## src/rtl/instr_fetch_unit_pkg.sv

```systemverilog
// instr_fetch_unit_pkg: opcode map shared by the ROM image, fetch unit and control unit,
// plus the fetch FSM encoding and opcode classification helpers.
package instr_fetch_unit_pkg;

    localparam int OP_W = 8;

    typedef enum logic [OP_W-1:0] {
        BRA       = 8'h20,
        BMI       = 8'h21,
        BPL       = 8'h22,
        BEQ       = 8'h23,
        BNE       = 8'h24,
        BVS       = 8'h25,
        BVC       = 8'h26,
        BCS       = 8'h27,
        BCC       = 8'h28,
        ADD_AB    = 8'h42,
        SUB_AB    = 8'h43,
        AND_AB    = 8'h44,
        OR_AB     = 8'h45,
        INCA      = 8'h46,
        INCB      = 8'h47,
        DECA      = 8'h48,
        DECB      = 8'h49,
        XOR_AB    = 8'h4A,
        NOTA      = 8'h4B,
        NOTB      = 8'h4C,
        ADDAB_LDB = 8'h4D,
        LDA_IMM   = 8'h86,
        LDA_DIR   = 8'h87,
        LDB_IMM   = 8'h88,
        LDB_DIR   = 8'h89,
        STA_DIR   = 8'h96,
        STB_DIR   = 8'h97
    } opcode_e;

    typedef enum logic [2:0] {
        S_ADDR_OP,
        S_LAT_OP,
        S_ADDR_OPR,
        S_LAT_OPR,
        S_PRESENT
    } ifu_state_t;

    // Loads, stores and branches carry an operand byte.
    function automatic logic is_two_byte(input logic [OP_W-1:0] op);
        return op inside {[BRA:BCC], [LDA_IMM:LDB_DIR], STA_DIR, STB_DIR};
    endfunction

    function automatic logic is_legal(input logic [OP_W-1:0] op);
        return is_two_byte(op) || (op inside {[ADD_AB:ADDAB_LDB]});
    endfunction

endpackage

```

## src/rtl/instr_fetch_unit_if.sv

```systemverilog
// instr_fetch_unit_if: ROM read port, instruction valid/ready handshake and branch redirect
// of the fetch unit; master is the fetch unit, slave is the ROM/execute side.
interface instr_fetch_unit_if #(
    parameter int ADDR_W = 8,
    parameter int DATA_W = 8
);
    logic [ADDR_W-1:0] rom_address;
    logic [DATA_W-1:0] rom_data;
    logic              instr_valid;
    logic              instr_ready;
    logic [DATA_W-1:0] instr_opcode;
    logic [DATA_W-1:0] instr_operand;
    logic              instr_two_byte;
    logic [ADDR_W-1:0] instr_pc;
    logic              redirect_valid;
    logic [ADDR_W-1:0] redirect_addr;
    logic              trap;

    modport master (
        output rom_address, instr_valid, instr_opcode, instr_operand, instr_two_byte, instr_pc, trap,
        input  rom_data, instr_ready, redirect_valid, redirect_addr
    );

    modport slave (
        input  rom_address, instr_valid, instr_opcode, instr_operand, instr_two_byte, instr_pc, trap,
        output rom_data, instr_ready, redirect_valid, redirect_addr
    );
endinterface

```

## src/rtl/instr_fetch_unit_opcode_decode.sv

```systemverilog
// ifu_opcode_decode: combinational opcode classification into {two_byte, legal}.
module ifu_opcode_decode
    import instr_fetch_unit_pkg::*;
#(
    parameter int DATA_W = 8
) (
    input  logic [DATA_W-1:0] opcode,
    output logic              two_byte,
    output logic              legal
);
    assign two_byte = is_two_byte(OP_W'(opcode));
    assign legal    = is_legal(OP_W'(opcode));
endmodule

```

## src/rtl/instr_fetch_unit.sv

```systemverilog
// instr_fetch_unit: owns the PC, reads the 128x8 synchronous ROM and hands out 1/2-byte instructions.
// Define IFU_ILLEGAL_TRAP_EN to divert illegal opcodes to TRAP_VECTOR with a one-cycle trap pulse.
module instr_fetch_unit
    import instr_fetch_unit_pkg::*;
#(
    parameter int                ADDR_W       = 8,
    parameter int                DATA_W       = 8,
    parameter int                ROM_DEPTH    = 128,
`ifdef IFU_ILLEGAL_TRAP_EN
    parameter logic [ADDR_W-1:0] TRAP_VECTOR  = 8'h7E,
`endif
    parameter logic [ADDR_W-1:0] RESET_VECTOR = 8'h00
) (
    input logic                clk,
    input logic                reset,
    instr_fetch_unit_if.master bus
);
    ifu_state_t        state, state_n;
    logic [ADDR_W-1:0] pc, pc_n, pc_inc, redirect_pc;
    logic [ADDR_W-1:0] instr_pc, instr_pc_n;
    logic [DATA_W-1:0] opcode, opcode_n, operand, operand_n;
    logic              two_byte, two_byte_n;
    logic              dec_two_byte, dec_legal;

    ifu_opcode_decode #(.DATA_W(DATA_W)) u_dec (
        .opcode   (bus.rom_data),
        .two_byte (dec_two_byte),
        .legal    (dec_legal)
    );

    assign pc_inc      = (32'(pc) == ROM_DEPTH - 1) ? '0 : pc + 1'b1;
    assign redirect_pc = ADDR_W'(32'(bus.redirect_addr) % ROM_DEPTH);

`ifdef IFU_ILLEGAL_TRAP_EN
    logic trap_q, trap_n;
    assign bus.trap = trap_q;
`else
    assign bus.trap = 1'b0;
`endif

    always_comb begin
        state_n    = state;
        pc_n       = pc;
        opcode_n   = opcode;
        operand_n  = operand;
        two_byte_n = two_byte;
        instr_pc_n = instr_pc;
`ifdef IFU_ILLEGAL_TRAP_EN
        trap_n     = 1'b0;
`endif
        case (state)
            S_ADDR_OP:  state_n = S_LAT_OP;
            S_LAT_OP: begin
                opcode_n   = bus.rom_data;
                operand_n  = '0;
                instr_pc_n = pc;
                pc_n       = pc_inc;
                two_byte_n = dec_two_byte && dec_legal;
                state_n    = two_byte_n ? S_ADDR_OPR : S_PRESENT;
`ifdef IFU_ILLEGAL_TRAP_EN
                if (!dec_legal) begin
                    pc_n    = TRAP_VECTOR;
                    state_n = S_ADDR_OP;
                    trap_n  = 1'b1;
                end
`endif
            end
            S_ADDR_OPR: state_n = S_LAT_OPR;
            S_LAT_OPR: begin
                operand_n = bus.rom_data;
                pc_n      = pc_inc;
                state_n   = S_PRESENT;
            end
            S_PRESENT:  state_n = bus.instr_ready ? S_ADDR_OP : S_PRESENT;
            default:    state_n = S_ADDR_OP;
        endcase
        // A taken branch overrides everything, including an accepted transfer or a trap.
        if (bus.redirect_valid) begin
            pc_n    = redirect_pc;
            state_n = S_ADDR_OP;
`ifdef IFU_ILLEGAL_TRAP_EN
            trap_n  = 1'b0;
`endif
        end
    end

    always_ff @(posedge clk or posedge reset) begin
        if (reset) begin
            state    <= S_ADDR_OP;
            pc       <= RESET_VECTOR;
            opcode   <= '0;
            operand  <= '0;
            two_byte <= 1'b0;
            instr_pc <= '0;
`ifdef IFU_ILLEGAL_TRAP_EN
            trap_q   <= 1'b0;
`endif
        end else begin
            state    <= state_n;
            pc       <= pc_n;
            opcode   <= opcode_n;
            operand  <= operand_n;
            two_byte <= two_byte_n;
            instr_pc <= instr_pc_n;
`ifdef IFU_ILLEGAL_TRAP_EN
            trap_q   <= trap_n;
`endif
        end
    end

    assign bus.rom_address    = pc;
    assign bus.instr_valid    = (state == S_PRESENT);
    assign bus.instr_opcode   = opcode;
    assign bus.instr_operand  = operand;
    assign bus.instr_two_byte = two_byte;
    assign bus.instr_pc       = instr_pc;
endmodule

```

## src/flat_wrapper.sv

```systemverilog
// flat-port wrapper written by rule: the top's interface ports become plain ports
module instr_fetch_unit_flat import instr_fetch_unit_pkg::*;
#(
    parameter int                ADDR_W       = 8,
    parameter int                DATA_W       = 8,
    parameter int                ROM_DEPTH    = 128,

    parameter logic [ADDR_W-1:0] RESET_VECTOR = 8'h00
)
  (clk, reset, bus_rom_address, bus_instr_valid, bus_instr_opcode, bus_instr_operand, bus_instr_two_byte, bus_instr_pc, bus_trap, bus_rom_data, bus_instr_ready, bus_redirect_valid, bus_redirect_addr);
  instr_fetch_unit_if #(.ADDR_W(ADDR_W), .DATA_W(DATA_W)) bus_i ();
  input logic clk;
  input logic reset;
  output wire logic [$bits(bus_i.rom_address)-1:0] bus_rom_address;
  output wire logic [$bits(bus_i.instr_valid)-1:0] bus_instr_valid;
  output wire logic [$bits(bus_i.instr_opcode)-1:0] bus_instr_opcode;
  output wire logic [$bits(bus_i.instr_operand)-1:0] bus_instr_operand;
  output wire logic [$bits(bus_i.instr_two_byte)-1:0] bus_instr_two_byte;
  output wire logic [$bits(bus_i.instr_pc)-1:0] bus_instr_pc;
  output wire logic [$bits(bus_i.trap)-1:0] bus_trap;
  input wire logic [$bits(bus_i.rom_data)-1:0] bus_rom_data;
  input wire logic [$bits(bus_i.instr_ready)-1:0] bus_instr_ready;
  input wire logic [$bits(bus_i.redirect_valid)-1:0] bus_redirect_valid;
  input wire logic [$bits(bus_i.redirect_addr)-1:0] bus_redirect_addr;
  assign bus_rom_address = bus_i.rom_address;
  assign bus_instr_valid = bus_i.instr_valid;
  assign bus_instr_opcode = bus_i.instr_opcode;
  assign bus_instr_operand = bus_i.instr_operand;
  assign bus_instr_two_byte = bus_i.instr_two_byte;
  assign bus_instr_pc = bus_i.instr_pc;
  assign bus_trap = bus_i.trap;
  assign bus_i.rom_data = bus_rom_data;
  assign bus_i.instr_ready = bus_instr_ready;
  assign bus_i.redirect_valid = bus_redirect_valid;
  assign bus_i.redirect_addr = bus_redirect_addr;
  instr_fetch_unit #(.ADDR_W(ADDR_W), .DATA_W(DATA_W), .ROM_DEPTH(ROM_DEPTH), .RESET_VECTOR(RESET_VECTOR)) u_core (.clk(clk), .reset(reset), .bus(bus_i));
endmodule
```

## config.mk

```make
export PLATFORM = sky130hd
export DESIGN_NAME = instr_fetch_unit_flat
export DESIGN_NICKNAME = d
export VERILOG_FILES = /design/src/rtl/instr_fetch_unit_pkg.sv /design/src/rtl/instr_fetch_unit_if.sv /design/src/rtl/instr_fetch_unit_opcode_decode.sv /design/src/rtl/instr_fetch_unit.sv /design/src/flat_wrapper.sv
export SDC_FILE = /design/constraint.sdc
export NUM_CORES = 1
export LEC_CHECK = 0
export CAP_MARGIN = 20
export CORE_MARGIN = 1.5
export CORE_UTILIZATION = 42
export CTS_BUF_LIST = sky130_fd_sc_hd__clkbuf_4
export DETAILED_ROUTE_END_ITERATION = 10
export GPL_ROUTABILITY_DRIVEN = 1
export PLACE_DENSITY = 0.78
export SLEW_MARGIN = 20
export SYNTH_ARGS = -nofsm -noshare
export SYNTH_HDL_FRONTEND = slang
export SYNTH_SLANG_ARGS = --single-unit
```

## constraint.sdc

```tcl
create_clock -name clk -period 1.6 [get_ports clk]
set_clock_uncertainty 0.2 [all_clocks]
set_input_delay 0.4 -clock clk [delete_from_list [all_inputs] [get_ports clk]]
set_output_delay 0.4 -clock clk [all_outputs]
set_load 0.02 [all_outputs]
```

==> impl_metrics.tcl, run 1 <==
set metrics [dict create \
    status "finished with violations" \
    violations "negative setup slack" \
    cts_max_path_buffers 2 \
    drc 0 \
    drt_iter0_markers 88 \
    placed_area_um2 2400 \
    period_needed_ps 1850 \
    fmax_mhz 541 \
    hold_viol 0 \
    slew_viol_final 0 \
    arrival_ps 1250 \
    drive_gt1_frac 0.477 \
    syn_area_um2 1630 \
    min_period_over_period 1.16 \
    grt_pass1_wl_um 7910 \
    synthSimpleGateAreaFrac 0.160 \
    synth_top_family_by_area "simple AND/OR/NAND/NOR gates" \
    reg2regPathDepth 6 \
    grt_pass1_vias 1559 \
    syn_nets 171 \
    drv_cap 0 \
    end_kind "output pin" \
    clkTransAtPathRegs_ps 110 \
    antenna_found_initial 0 \
    synthXorXnorAreaFrac 0.0215 \
    portBuffers 52 \
    overflow 0 \
    clk_latency_ps 350 \
    avgViaCountPerCell 5.29 \
    setup_ws_ps -250 \
    nets 263 \
    root_buffer "clkbuf_4" \
    reg2reg_to "u_core.bus.instr_opcode[1]" \
    synth_compound_area_frac 0.0975 \
    startpoint_type "flip-flop" \
    fin_area_um2 2580 \
    busiest_layer "met2" \
    ioPinCount 55 \
    area_growth_pct 58.2 \
    synth-adder-area-share 0.00767 \
    use_met1 0.310 \
    dp_hpwl_um 3200 \
    crit_required_ps 1000 \
    layout_common_cells "dfrtp_1 (34), buf_2 (31), buf_4 (30)" \
    yosysUniqueCellTypes 37 \
    synthMuxAreaShare 0.129 \
    critical_path_class "flip-flop to output pin" \
    dp.cells 268 \
    p_leak_nw 1.27 \
    vdd_drop_max_mv 0.701 \
    ant_nets 0 \
    use_met3 0.0514 \
    synth_edf_count 0 \
    finish.utilization 0.699 \
    cts_buffers 5 \
    dieHeight_um 65.3 \
    layout_commonest_cell "dfrtp_1" \
    cts_tree "yes" \
    die_x_um 65.3 \
    clock-sinks 36 \
    hold_class "input pin to async pin" \
    firstDrtPassIters 4 \
    yosysSeqAreaShare 0.553 \
    final_cells 291 \
    rsz0062_at_grt "true" \
    powerDensity_nw_per_um2 1200 \
    finalSetupViolCount 23 \
    synthArstFlopShare 1.00 \
    fin_worst_hold_slack_ps 180 \
    ys.flop_type "dfrtp_1" \
    routed_wl_um 5050 \
    core_area_um2 3690 \
    power.total_mw 3.08 \
    wl_per_cell_um 17.3 \
    h-tree-depth 2 \
    antenna_cells 0 \
    start_util 0.442 \
    synth_seq_cells 36 \
    yosysWarnings 0 \
    use_met2 0.418 \
    r2r_start "u_core.state[1]" \
    placementRows 22 \
    finalWeightedCongestion 0.875 \
    syn-instance-count 150 \
    die_area_um2 4260 \
    cp_max_fo 2 \
    avgSynthCellArea_um2 10.9 \
    r2r_slack_ps -180 \
    via_count 1540 \
    grt_max_degree 37 \
    grt_usage 0.250 \
]
## worst max-delay path, stage by stage (launching register included)
cell     delay (ps)
dfrtp_1         420
nor3b_2         280
buf_4           190
## how the worst max path moves through the flow
| stage | from | endpoint | slack (ps) | cells after the start |
|---|---|---|---|---|
| after global placement | bus_rom_data[3] | u_core.state[2] | -350 | 5 |
| after detailed placement | bus_rom_data[3] | u_core.bus.instr_two_byte | -430 | 5 |
| final | u_core.state[1] | bus_instr_valid | -250 | 2 |
| after floorplan | u_core.bus.rom_address[3] | u_core.bus.rom_address[0] | 20 | 4 |
| after global routing | u_core.state[1] | bus_instr_valid | -280 | 2 |
| after CTS | u_core.state[1] | bus_instr_valid | -210 | 2 |
## cell usage after synthesis (2+ instances only)
cell type | instances | area, um^2
mux2i_1 | 3 | 30.0
a22oi_1 | 2 | 15.0
o21ai_1 | 6 | 30.0
nor3_1 | 3 | 15.0
o31ai_1 | 2 | 15.0
nor2_1 | 6 | 22.5
nand3_1 | 4 | 20.0
xor2_1 | 3 | 26.3
o21ai_0 | 8 | 40.0
nand4_1 | 3 | 18.8
and2_1 | 2 | 12.5
mux2_2 | 6 | 67.6
mux2_1 | 10 | 113
buf_2 | 3 | 15.0
nand2_1 | 28 | 105
inv_1 | 2 | 7.51
clkbuf_1 | 2 | 7.51
dfrtp_1 | 36 | 901
a21oi_1 | 3 | 15.0
## cell type report
type | count | area [um^2]
Clock buffer | 6 | 45.0
Inverter | 2 | 7.51
Sequential cell | 36 | 903
Fill cell | 273 | 1110
Timing Repair Buffer | 92 | 727
Multi-Input combinational cell | 105 | 828
Clock inverter | 2 | 7.51
Tap cell | 48 | 60.1
## cells by family (layout without fill, tap and decap cells)
| family | after synthesis | in the layout |
|---|---|---|
| AO/OA/AOI/OAI | 26 | 26 |
| XOR/XNOR | 4 | 4 |
| adder cells (fa/ha/maj) | 1 | 1 |
| buffers and inverters | 9 | 102 |
| flip-flops | 36 | 36 |
| multiplexers | 19 | 19 |
| other | 1 | 1 |
| AND/OR/NAND/NOR | 54 | 54 |
## sequential cells by signal, indices dropped and copies added, names as in the netlist
name / cells
u_core.bus.instr_opcode: 8
u_core.bus.instr_operand: 8
u_core.bus.instr_pc: 8
u_core.bus.instr_two_byte: 1
u_core.bus.rom_address: 8
u_core.state: 3
## per-stage QoR
stage	setup slack [ps]	setup TNS [ps]
after floorplan	20.6	0
after global placement	-347	-2210
after detailed placement	-427	-3410
after CTS	-210	-1100
after global routing	-278	-3780
final	-250	-3050
## layer usage
layer  up-vias  wire length [um]
met4         0                97
met5         -                 0
met2        63              2730
met1       765              1950
li1        701                 -
met3        11               273
## report_power, final
group	internal (mW)	switching, mW
clock	0.180	0.298
combinational	0.674	0.686
sequential	1.12	0.128
total	1.97	1.11
## what timing repair did
item	CTS	global route
cloned	1	0
gates resized for setup	150	41
pin swaps	9	7
endpoints found under the setup margin	56	47
hold buffers	0	0
setup buffers	12	7
Note: power is estimated with default switching activity, not from simulation.
==> run 2, diff against run 1 <==
--- a/config.mk
+++ b/config.mk
@@ -12,6 +12,7 @@
 export DETAILED_ROUTE_END_ITERATION = 10
 export GPL_ROUTABILITY_DRIVEN = 1
 export PLACE_DENSITY = 0.78
+export SETUP_SLACK_MARGIN = 0.5
 export SLEW_MARGIN = 20
 export SYNTH_ARGS = -nofsm -noshare
 export SYNTH_HDL_FRONTEND = slang
==> impl_metrics.tcl, run 2 (same netlist as run 1, synthesis figures left out) <==
set metrics [dict create \
    start_util 0.442 \
    r2r_slack_ps -190 \
    p_leak_nw 1.55 \
    setup_ws_ps -273 \
    finalSetupViolCount 28 \
    dieHeight_um 65.3 \
    placementRows 22 \
    crit_required_ps 1000 \
    status "finished with violations" \
    startpoint "u_core.state[1]" \
    wl_met3_um 434 \
    firstDrtPassIters 4 \
    overflow 0 \
    power.total_mw 3.94 \
    drt_iter0_markers 147 \
    dr_wl_met2_um 3570 \
    slew_viol_final 0 \
    hold_class "input pin to async pin" \
    pre_cts_slack_ps -418 \
    drc 0 \
    finish.utilization 0.872 \
    dp.cells 274 \
    ioPinCount 55 \
    clock-sinks 36 \
    routed_wl_um 7230 \
    setup_tns_ps -3140 \
    dp_hpwl_um 3090 \
    arrival_ps 1270 \
    fin_worst_hold_slack_ps 210 \
    period_needed_ps 1870 \
    max_stage_delay_ps 460 \
    r2r_start "u_core.state[1]" \
    m1WireLength_um 2830 \
    finalWeightedCongestion 0.881 \
    powerDensity_nw_per_um2 1220 \
    drv_cap 0 \
    ant_nets 0 \
    cts_buffers 5 \
    violations "negative setup slack" \
    portBuffers 52 \
    final_cells 321 \
    cp_max_fo 2 \
    critical_path_class "flip-flop to output pin" \
    fmax_mhz 534 \
    slowest_stage "dfrtp_1" \
    cp_top_family "flip-flops" \
    startpoint_type "flip-flop" \
    wl_per_cell_um 22.5 \
    cts_max_path_buffers 2 \
    grt_pass1_wl_um 8520 \
    multiInputGateArea_um2 937 \
    area_growth_pct 97.4 \
    vdd_drop_max_mv 0.931 \
    avgViaCountPerCell 5.68 \
    hold_viol 0 \
    antenna_found_initial 0 \
    antenna_cells 0 \
    layout_commonest_cell "buf_4" \
    die_x_um 65.3 \
    nets 293 \
    regArea_um2 911 \
    h-tree-depth 2 \
    cp_num_buf_inv 1 \
    fin_area_um2 3220 \
    die_area_um2 4260 \
    min_period_over_period 1.17 \
    grt_max_degree 37 \
    end_kind "output pin" \
    via_count 1823 \
    grt_pass1_vias 1636 \
    root_buffer "clkbuf_4" \
    layout_common_cells "buf_4 (49), buf_6 (48), dfrtp_1 (28)" \
    clk_latency_ps 360 \
    grt_usage 0.276 \
    crit_path_cell_trace "nor3b_4, buf_6" \
    fill_cells 163 \
    placed_area_um2 2460 \
    clkTransAtPathRegs_ps 110 \
    topRoutingLayerUsed "met4" \
    cts_tree "yes" \
    rsz0062_at_grt "true" \
    postCtsHoldBufs 0 \
    core_area_um2 3690 \
    drive_gt1_frac 0.626 \
]
run 2: repair_timing:
| action | 4_1_cts | 5_1_grt |
|---|---|---|
| pin swaps | 16 | 18 |
| gates cloned | 1 | 0 |
| buffers inserted | 14 | 24 |
| setup endpoints to repair | 70 | 69 |
| resized for setup | 257 | 33 |
run 2: area by class of cell:
type	instances	area share
multi-input combinational	105	0.291
inverter	2	0.00350
timing repair buffer	122	0.379
tap	48	0.0187
clock buffer	6	0.0140
clock inverter	2	0.0109
sequential	36	0.283
run 2: final timing paths:
check	end	cells after the start
max in group asynchronous	u_core.bus.rom_address[2]	3
min in group clk	u_core.bus.instr_operand[3]	3
worst max-delay path	bus_instr_valid	2
worst min register to register	u_core.bus.instr_pc[0]	1
worst min-delay path	u_core.state[2]	3
worst max register to register	u_core.state[1]	6
run 2: where the power goes:
part	switching (mW)	internal, mW
Sequential	0.184	1.12
Clock	0.319	0.344
Combinational	0.852	1.12
run 2: routing by layer:
| metal | vias up | global-route usage |
|---|---|---|
| met5 | - | 0 |
| met4 | 0 | 0.117 |
| met3 | 40 | 0.0582 |
| met2 | 94 | 0.467 |
| met1 | 926 | 0.340 |
| li1 | 763 | - |
run 2: tightest hold or removal path, cell delays in order:
cell and delay, ps:
clkdlybuf4s50_1 440, clkinvlp_4 100, buf_12 200
